`config.mk`:
```
export PLATFORM = sky130hd
export DESIGN_NAME = pixel_source_fifo
export DESIGN_NICKNAME = d
export VERILOG_FILES = /design/src/rtl/zbuf_pkg.sv /design/src/rtl/pixel_fifo_ram.sv /design/src/rtl/pixel_source_fifo.sv
export SDC_FILE = /design/constraint.sdc
export NUM_CORES = 1
export LEC_CHECK = 0
export ABC_AREA = 1
export CAP_MARGIN = 40
export CORE_MARGIN = 5
export CORE_UTILIZATION = 45
export CTS_CLUSTER_SIZE = 16
export DETAILED_ROUTE_END_ITERATION = 7
export HOLD_SLACK_MARGIN = 0.03
export REMOVE_ABC_BUFFERS = 1
export SYNTH_ARGS = -nofsm -noshare
export SYNTH_HDL_FRONTEND = slang
export SYNTH_HIERARCHICAL = 1
export SYNTH_SLANG_ARGS = --single-unit
```
`constraint.sdc`:
```
create_clock -name clk -period 2.86 [get_ports clk]
set_input_delay 0.286 -clock clk [delete_from_list [all_inputs] [get_ports clk]]
set_output_delay 0.286 -clock clk [all_outputs]
set_load 0.005 [all_outputs]
```
`src/rtl/zbuf_pkg.sv`:
```
// zbuf_pkg: shared pixel-path constants, pixel type and source-FSM states
package zbuf_pkg;
  localparam int DEF_PIXEL_WIDTH = 8;
  localparam int DEF_LENGTH = 8;
  typedef logic [DEF_PIXEL_WIDTH-1:0] pixel_t;
  typedef enum logic [1:0] {IDLE = 2'd0, ACK = 2'd1, WAIT = 2'd2} src_state_t;
endpackage

```
`src/rtl/pixel_fifo_ram.sv`:
```
// pixel_fifo_ram: DEPTH x PIXEL_WIDTH storage, synchronous write, asynchronous read
// Ports: clk; we/waddr/wdata write port; raddr/rdata combinational read port.
// No reset: the owner's pointers and fill count define which entries are valid.
module pixel_fifo_ram #(
  parameter int PIXEL_WIDTH = 8,
  parameter int DEPTH = 16,
  parameter int AW = $clog2(DEPTH)
) (
  input  logic                   clk,
  input  logic                   we,
  input  logic [AW-1:0]          waddr,
  input  logic [PIXEL_WIDTH-1:0] wdata,
  input  logic [AW-1:0]          raddr,
  output logic [PIXEL_WIDTH-1:0] rdata
);
  logic [PIXEL_WIDTH-1:0] mem [DEPTH];
  always_ff @(posedge clk)
    if (we) mem[waddr] <= wdata;
  assign rdata = mem[raddr];
endmodule

```
`src/rtl/pixel_source_fifo.sv`:
```
// pixel_source_fifo: per-lane pixel FIFO answering arbiter requests one pixel per req
// Ports: clk, rst (async, active high); wr_en/pix_wr rasterizer write, full, sticky
// overflow; req from arbiter, ack one-cycle grant, pix_out registered pixel, fill occupancy.
module pixel_source_fifo
  import zbuf_pkg::*;
#(
  parameter int PIXEL_WIDTH = DEF_PIXEL_WIDTH,
  parameter int LENGTH = DEF_LENGTH,
  parameter int DEPTH = 16
) (
  input  logic                   clk,
  input  logic                   rst,
  input  logic                   wr_en,
  input  logic [PIXEL_WIDTH-1:0] pix_wr,
  output logic                   full,
  output logic                   overflow,
  input  logic                   req,
  output logic                   ack,
  output logic [PIXEL_WIDTH-1:0] pix_out,
  output logic [LENGTH-1:0]      fill
);
  localparam int AW = $clog2(DEPTH);
  src_state_t state_q, state_d;
  logic [AW-1:0] rptr, wptr;
  logic [PIXEL_WIDTH-1:0] rdata;
  logic pop, push;
  assign full = fill == LENGTH'(DEPTH);
  // Occupancy is the registered value, so a fresh write can never be popped in its own cycle.
  assign pop = state_q == IDLE && req && fill != '0;
  assign push = wr_en && !full;
  // WAIT holds until req drops so a held req is served only once.
  always_comb begin
    state_d = IDLE;
    state_d = state_q == IDLE ? (pop ? ACK : IDLE) :
              state_q == ACK  ? WAIT :
              (state_q == WAIT && req) ? WAIT : IDLE;
  end
  pixel_fifo_ram #(.PIXEL_WIDTH(PIXEL_WIDTH), .DEPTH(DEPTH), .AW(AW)) u_ram (
    .clk(clk),
    .we(push),
    .waddr(wptr),
    .wdata(pix_wr),
    .raddr(rptr),
    .rdata(rdata)
  );
  always_ff @(posedge clk or posedge rst) begin
    if (rst) begin
      state_q  <= IDLE;
      ack      <= 1'b0;
      pix_out  <= '0;
      fill     <= '0;
      overflow <= 1'b0;
      rptr     <= '0;
      wptr     <= '0;
    end else begin
      state_q <= state_d;
      ack     <= pop;
      if (pop) begin
        pix_out <= rdata;
        rptr    <= rptr == AW'(DEPTH - 1) ? '0 : rptr + AW'(1);
      end
      if (push) wptr <= wptr == AW'(DEPTH - 1) ? '0 : wptr + AW'(1);
      if (wr_en && full) overflow <= 1'b1;
      fill <= (push && !pop) ? fill + LENGTH'(1) : (pop && !push) ? fill - LENGTH'(1) : fill;
    end
  end
endmodule

```
Word level (Yosys, flattened, before mapping)
Memory sizes are Yosys's and may differ from the RTL's. A register that Yosys moved wholly into a read port is not among the register bits.
Index checks and enable logic that the tools add are counted.
{"block": "classes", "add_sub_neg": 4, "eq_ne": 5, "reduce_logical": 13, "muxes": 10}
{"cell": "2-to-1 mux 8 bit", "n": 2}
{"cell": "adder 4 x 1 -> 4 bit, second input constant", "n": 2}
{"cell": "adder 8 x 1 -> 8 bit, second input constant", "n": 1}
{"cell": "== test 4 bit, second input constant", "n": 2}
{"cell": "== test 8 x 5 -> 1 bit, second input constant", "n": 1}
{"cell": "2-to-1 mux 4 bit", "n": 2}
{"cell": "nonzero test 8 bit", "n": 1}
{"cell": "subtractor 8 x 1 -> 8 bit, second input constant", "n": 1}
{"cell": "logical AND 1 bit", "n": 7}
{"cell": "2-to-1 mux 2 bit", "n": 3}
{"cell": "zero test 1 bit", "n": 3}
{"cell": "2-to-1 mux 1 bit", "n": 3}
{"cell": "== test 2 x 1 -> 1 bit, second input constant", "n": 1}
{"cell": "== test 2 bit, second input constant", "n": 1}
{"cell": "zero test 2 bit", "n": 1}
{"cell": "nonzero test 2 bit", "n": 1}
{"block": "word_totals", "n_memories": 1, "ram_bits": 128, "reg_bits": 20, "output_inout_bits": 19}
{"name": "u_ram.mem", "words": 16, "word_bits": 8, "read_ports": 1, "rd_clocked_by_memory_dff": 1, "write_ports": 1, "line_no": "pixel_fifo_ram.sv:16", "source": "logic [PIXEL_WIDTH-1:0] mem [DEPTH];"}

Depth between registers and ports, before layout
{"block": "logic_depth", "ltp_word": 7, "ltp_mapped": 15, "ltp_nobuf": 14}

Cells and area by module
Netlist, hierarchy kept.
{"mod": "pixel_fifo_ram", "area_each_um2": 5606.6, "cells_per_inst": 543, "n_inst": 1}
{"mod": "pixel_source_fifo", "area_each_um2": 1571.5, "cells_per_inst": 195, "n_inst": 1}

Worst setup path after synthesis
OpenSTA, ideal clock, no wires.
{"block": "synth_path", "path_kind": "register to register", "from": "reg fill[6]", "to": "reg fill[7]", "synth_period_minus_slack_ns": 2.458, "required_time_ns": 2.742, "t_arrival_ns": 2.341, "stages_incl_launch_ff": 13, "setup_ns": 0.118, "slack_ns": 0.402, "path_buffers": 0, "path_cell_list": "dfrtp_1 nor2_4 nand3_1 o21ai_2 inv_1 ha_1 inv_1 ha_1 or2_2 nand3_1 nand3_1 nand3_1 nand2_1"}
{"block": "synth_via", "elab_chain_len": 6}
{"element": "start: declaration", "line_no": "pixel_source_fifo.sv:20", "source": "output logic [LENGTH-1:0] fill"}
{"element": "start signal: assignment", "line_no": "pixel_source_fifo.sv:64", "source": "fill <= (push && !pop) ? fill + LENGTH'(1) : (pop && !push) ? fill - LENGTH'(1) : fill;"}
{"element": "== test 8 x 5 -> 1 bit (*)", "line_no": "pixel_source_fifo.sv:27", "source": "assign full = fill == LENGTH'(DEPTH);"}
{"element": "zero test 1 bit (*)", "line_no": "pixel_source_fifo.sv:30", "source": "assign push = wr_en && !full;"}
{"element": "logical AND 1 bit (*)", "line_no": "pixel_source_fifo.sv:30"}
{"element": "via push", "line_no": "pixel_source_fifo.sv:26", "source": "logic pop, push;"}
{"element": "zero test 1 bit", "line_no": "pixel_source_fifo.sv:64"}
{"element": "logical AND 1 bit", "line_no": "pixel_source_fifo.sv:64"}
{"element": "nonzero test 2 bit (no source line)"}
Mark *: on every way through the listed nets, which the timed path passes. The rest lies on a longest branch. The select of a mux whose other input is x is not followed.
A chain may end at the register's enable or synchronous reset.

Worst setup path in the final report
Ends and elaborated chain as after synthesis.

==> out/metrics.yaml <==
n_antenna_cell: 0
slew_headroom: 0.475
grt_pass1_wl_mm: 25.4
cts-htree-levels: 4
hold_class: "primary input to asynchronous set/reset pin"
die_y_um: 136
fin_crit_ns: 2.66
ios: 31
drive_gt1_frac: 0.0865
drc: 0
status: "complete, no violations"
startpoint: "fill[6]"
clock-sinks: 156
antenna_found_initial: 0
stdcell_count: 1014
worstSetupPathType: "flop to flop"
period_share: 0.930
pwr-share-seq: 0.364
setup_viol: 0
gp_congestion: 0.837
num_vias: 4923
clock_skew_ns: 0.00796
hold_viol: 0
leakage_nw: 3.72
synth_cell_types: 29
dp.cells: 982
multi_input_area_um2: 1980
dieWidth_um: 136
cp.required_ns: 3.17
fin_util: 0.531
max-vdd-ir-drop_v: 0.000637
crit_arrival_ns: 2.97
num_rows: 46
yosysTopAreaCell: "edfxtp_1"
max_stage_delay_ns: 0.44
nNetsFinal: 808
p_comb_frac: 0.357
ant_nets: 0
swShare: 0.368
seq_area_frac_synth: 0.633
cap_violations: 0
post-dp-hpwl_mm: 9.85
seqCellArea_um2: 4550
n_fill_cell: 1409
cts.clk_slew.worst_paths_ns: 0.07
cts_buffer_depth: 2
wl_per_cell_um: 15.4
netlist_instances: 738
pwr-share-clk: 0.279
slew_violations: 0
grt_max_degree: 69
cpMaxStageDelayCell: "dfrtp_1"
grt_pass1_vias: 4731
p_per_area_nw_per_um2: 996
globalRoute.totalOverflow: 0
synth_area_um2: 7180
cts_tree: "done"
wl_mm: 15.6
r2r_start: "fill[6]"
cts-root-buf: "clkbuf_16"
path_cells: "nor2_4 > nand3_1 > o21ai_4 > inv_1 > ha_1 > inv_2 > ha_1 > or2_2 > nand3_1 > nand3_1 > nand3_1 > nand2_1"
worstSetupStartpointType: "flop"
ys_ff_latch: 156
yosys_warnings: 6
vias_per_cell: 4.86
crit_fanout: 8
drt-initial-drc-count: 429
clock_latency_ns: 0.42
die_area_um2: 18600
start_util: 0.455
firstDrtPassIters: 4
p_sw_mw: 3.07
cts_made_buffers: 17
postCtsSetupRepairBufs: 0
fmaxAchievable_mhz: 376
yosysTopAreaCellShare: 0.535
crit_top_cell: "nand3_1"
area_growth_pct: 16.6
synth_area_leaders: "edfxtp_1 (54%), nand2_1 (13%), dfrtp_1 (9.8%), nand3_1 (7.8%), inv_1 (6.5%)"
rsz0062_at_grt: "no"
cp-end-kind: "flop"
worst_slew_pin_slew_ns: 0.787
core_area_um2: 15800
syn_area_per_cell_um2: 9.73
port_buffers: 30
intPower_mw: 5.26
finalSetupTns_ns: 0
grt_util_all_layers: 0.181
## critical path: cells and delay by family, from the launching register on
kind / cells / cell delay (ns)
AND/OR/NAND/NOR: 7 / 0.99
adder cells (fa/ha/maj): 2 / 0.56
flip-flops: 1 / 0.44
buffers and inverters: 2 / 0.31
AO/OA/AOI/OAI: 1 / 0.25
## layer usage
metal	vias to the layer above	track usage	part of all wire
met5	-	0	0
met4	0	0.0745	0.023
met3	23	0.0366	0.039
met2	116	0.283	0.48
met1	2328	0.250	0.46
li1	2456	-	-
## through the flow
step	cell area, um^2	setup WS (ns)	power (mW)	hold WS, ns
detailed placement	7750	0.0906	6.05	0.453
finish	8370	0.199	8.33	0.308
floorplan	7000	0.201	4.92	0.351
global placement	7750	0.133	6.01	0.447
CTS	8360	0.0718	8.39	0.335
global route	8370	0.0217	8.91	0.392
## power groups by stage
stage          Combinational [mW]  Sequential (mW)  Clock, mW
2_1_floorplan                1.74             3.18          0
3_3_place_gp                 2.94             3.07          0
3_5_place_dp                 2.98             3.08          0
4_1_cts                      2.99             3.04       2.36
5_1_grt                      3.38             3.07       2.46
6_report                     2.98             3.03       2.32
## Yosys cell counts
cell / number
a21o_1: 1
a21oi_1: 5
buf_1: 1
buf_2: 13
buf_4: 4
buf_6: 7
clkbuf_1: 1
dfrtp_1: 28
edfxtp_1: 128
fa_1: 1
ha_1: 10
inv_1: 124
inv_2: 5
nand2_1: 247
nand3_1: 112
nand3_2: 1
nand3b_1: 3
nand4_1: 1
nand4_4: 1
nor2_1: 23
nor2_4: 1
nor4_1: 1
o21ai_0: 9
o21ai_2: 1
o21ai_4: 1
o22ai_1: 2
or2_2: 2
xnor2_1: 4
xor2_1: 1
## path summary, 6_finish.rpt
path,end,slack (ns),depth (start not counted)
min in group clk,state_q[1],0.44,3
worst min-delay path,pix_out[6],0.31,2
max in group asynchronous,wptr[0],1.89,3
worst max-delay path,fill[7],0.20,12
worst max register to register,fill[7],0.20,12
worst min register to register,overflow,0.47,1
## state kept, by name (all words and copies together), names as in the netlist
name	cells
rptr	4
state_q	2
wptr	4
overflow	1
fill	8
pix_out	8
ack	1
u_ram/mem	128
## placed cells by master (no fill, tap or decap)
| cell | n |
|---|---|
| clkinv_1 | 1 |
| nand4_4 | 1 |
| bufinv_16 | 3 |
| edfxtp_1 | 128 |
| buf_4 | 24 |
| a21oi_1 | 5 |
| clkinvlp_4 | 5 |
| nor2_4 | 1 |
| o21ai_0 | 9 |
| or2_2 | 2 |
| o22ai_1 | 2 |
| nand3b_1 | 3 |
| nand2_1 | 247 |
| xor2_1 | 1 |
| o21ai_4 | 2 |
| inv_6 | 4 |
| inv_2 | 6 |
| clkinv_4 | 1 |
| fa_1 | 1 |
| inv_8 | 1 |
| nor4_1 | 1 |
| nand3_1 | 112 |
| dfrtp_1 | 27 |
| clkdlybuf4s50_1 | 30 |
| a21o_1 | 1 |
| xnor2_1 | 4 |
| clkbuf_16 | 17 |
| ha_1 | 10 |
| inv_1 | 123 |
| dfrtp_2 | 1 |
| nor2_1 | 23 |
| nand4_1 | 1 |
| nand3_2 | 1 |
## area by class of cell
| cell class | count | area share |
|---|---|---|
| clock inverters | 15 | 0.0223 |
| repair buffers | 54 | 0.0574 |
| flip-flops and latches | 156 | 0.543 |
| well taps | 216 | 0.0323 |
| clock buffers | 17 | 0.0508 |
| multi-input cells | 427 | 0.236 |
| inverters | 129 | 0.0579 |
## cells by family (layout without fill, tap and decap cells)
family | after synthesis | in the layout | share of synthesized area
simple gates | 392 | 392 | 0.232
flops | 156 | 156 | 0.633
buf+inv | 155 | 215 | 0.0927
compound gates | 19 | 19 | 0.0160
fa+ha+maj | 11 | 11 | 0.0202
xor+xnor | 5 | 5 | 0.00610
## repair_timing
item	CTS	global route
resized for setup	0	2
setup endpoints to repair	0	3
hold buffers	0	0
Power figures use the tool's default switching activity.
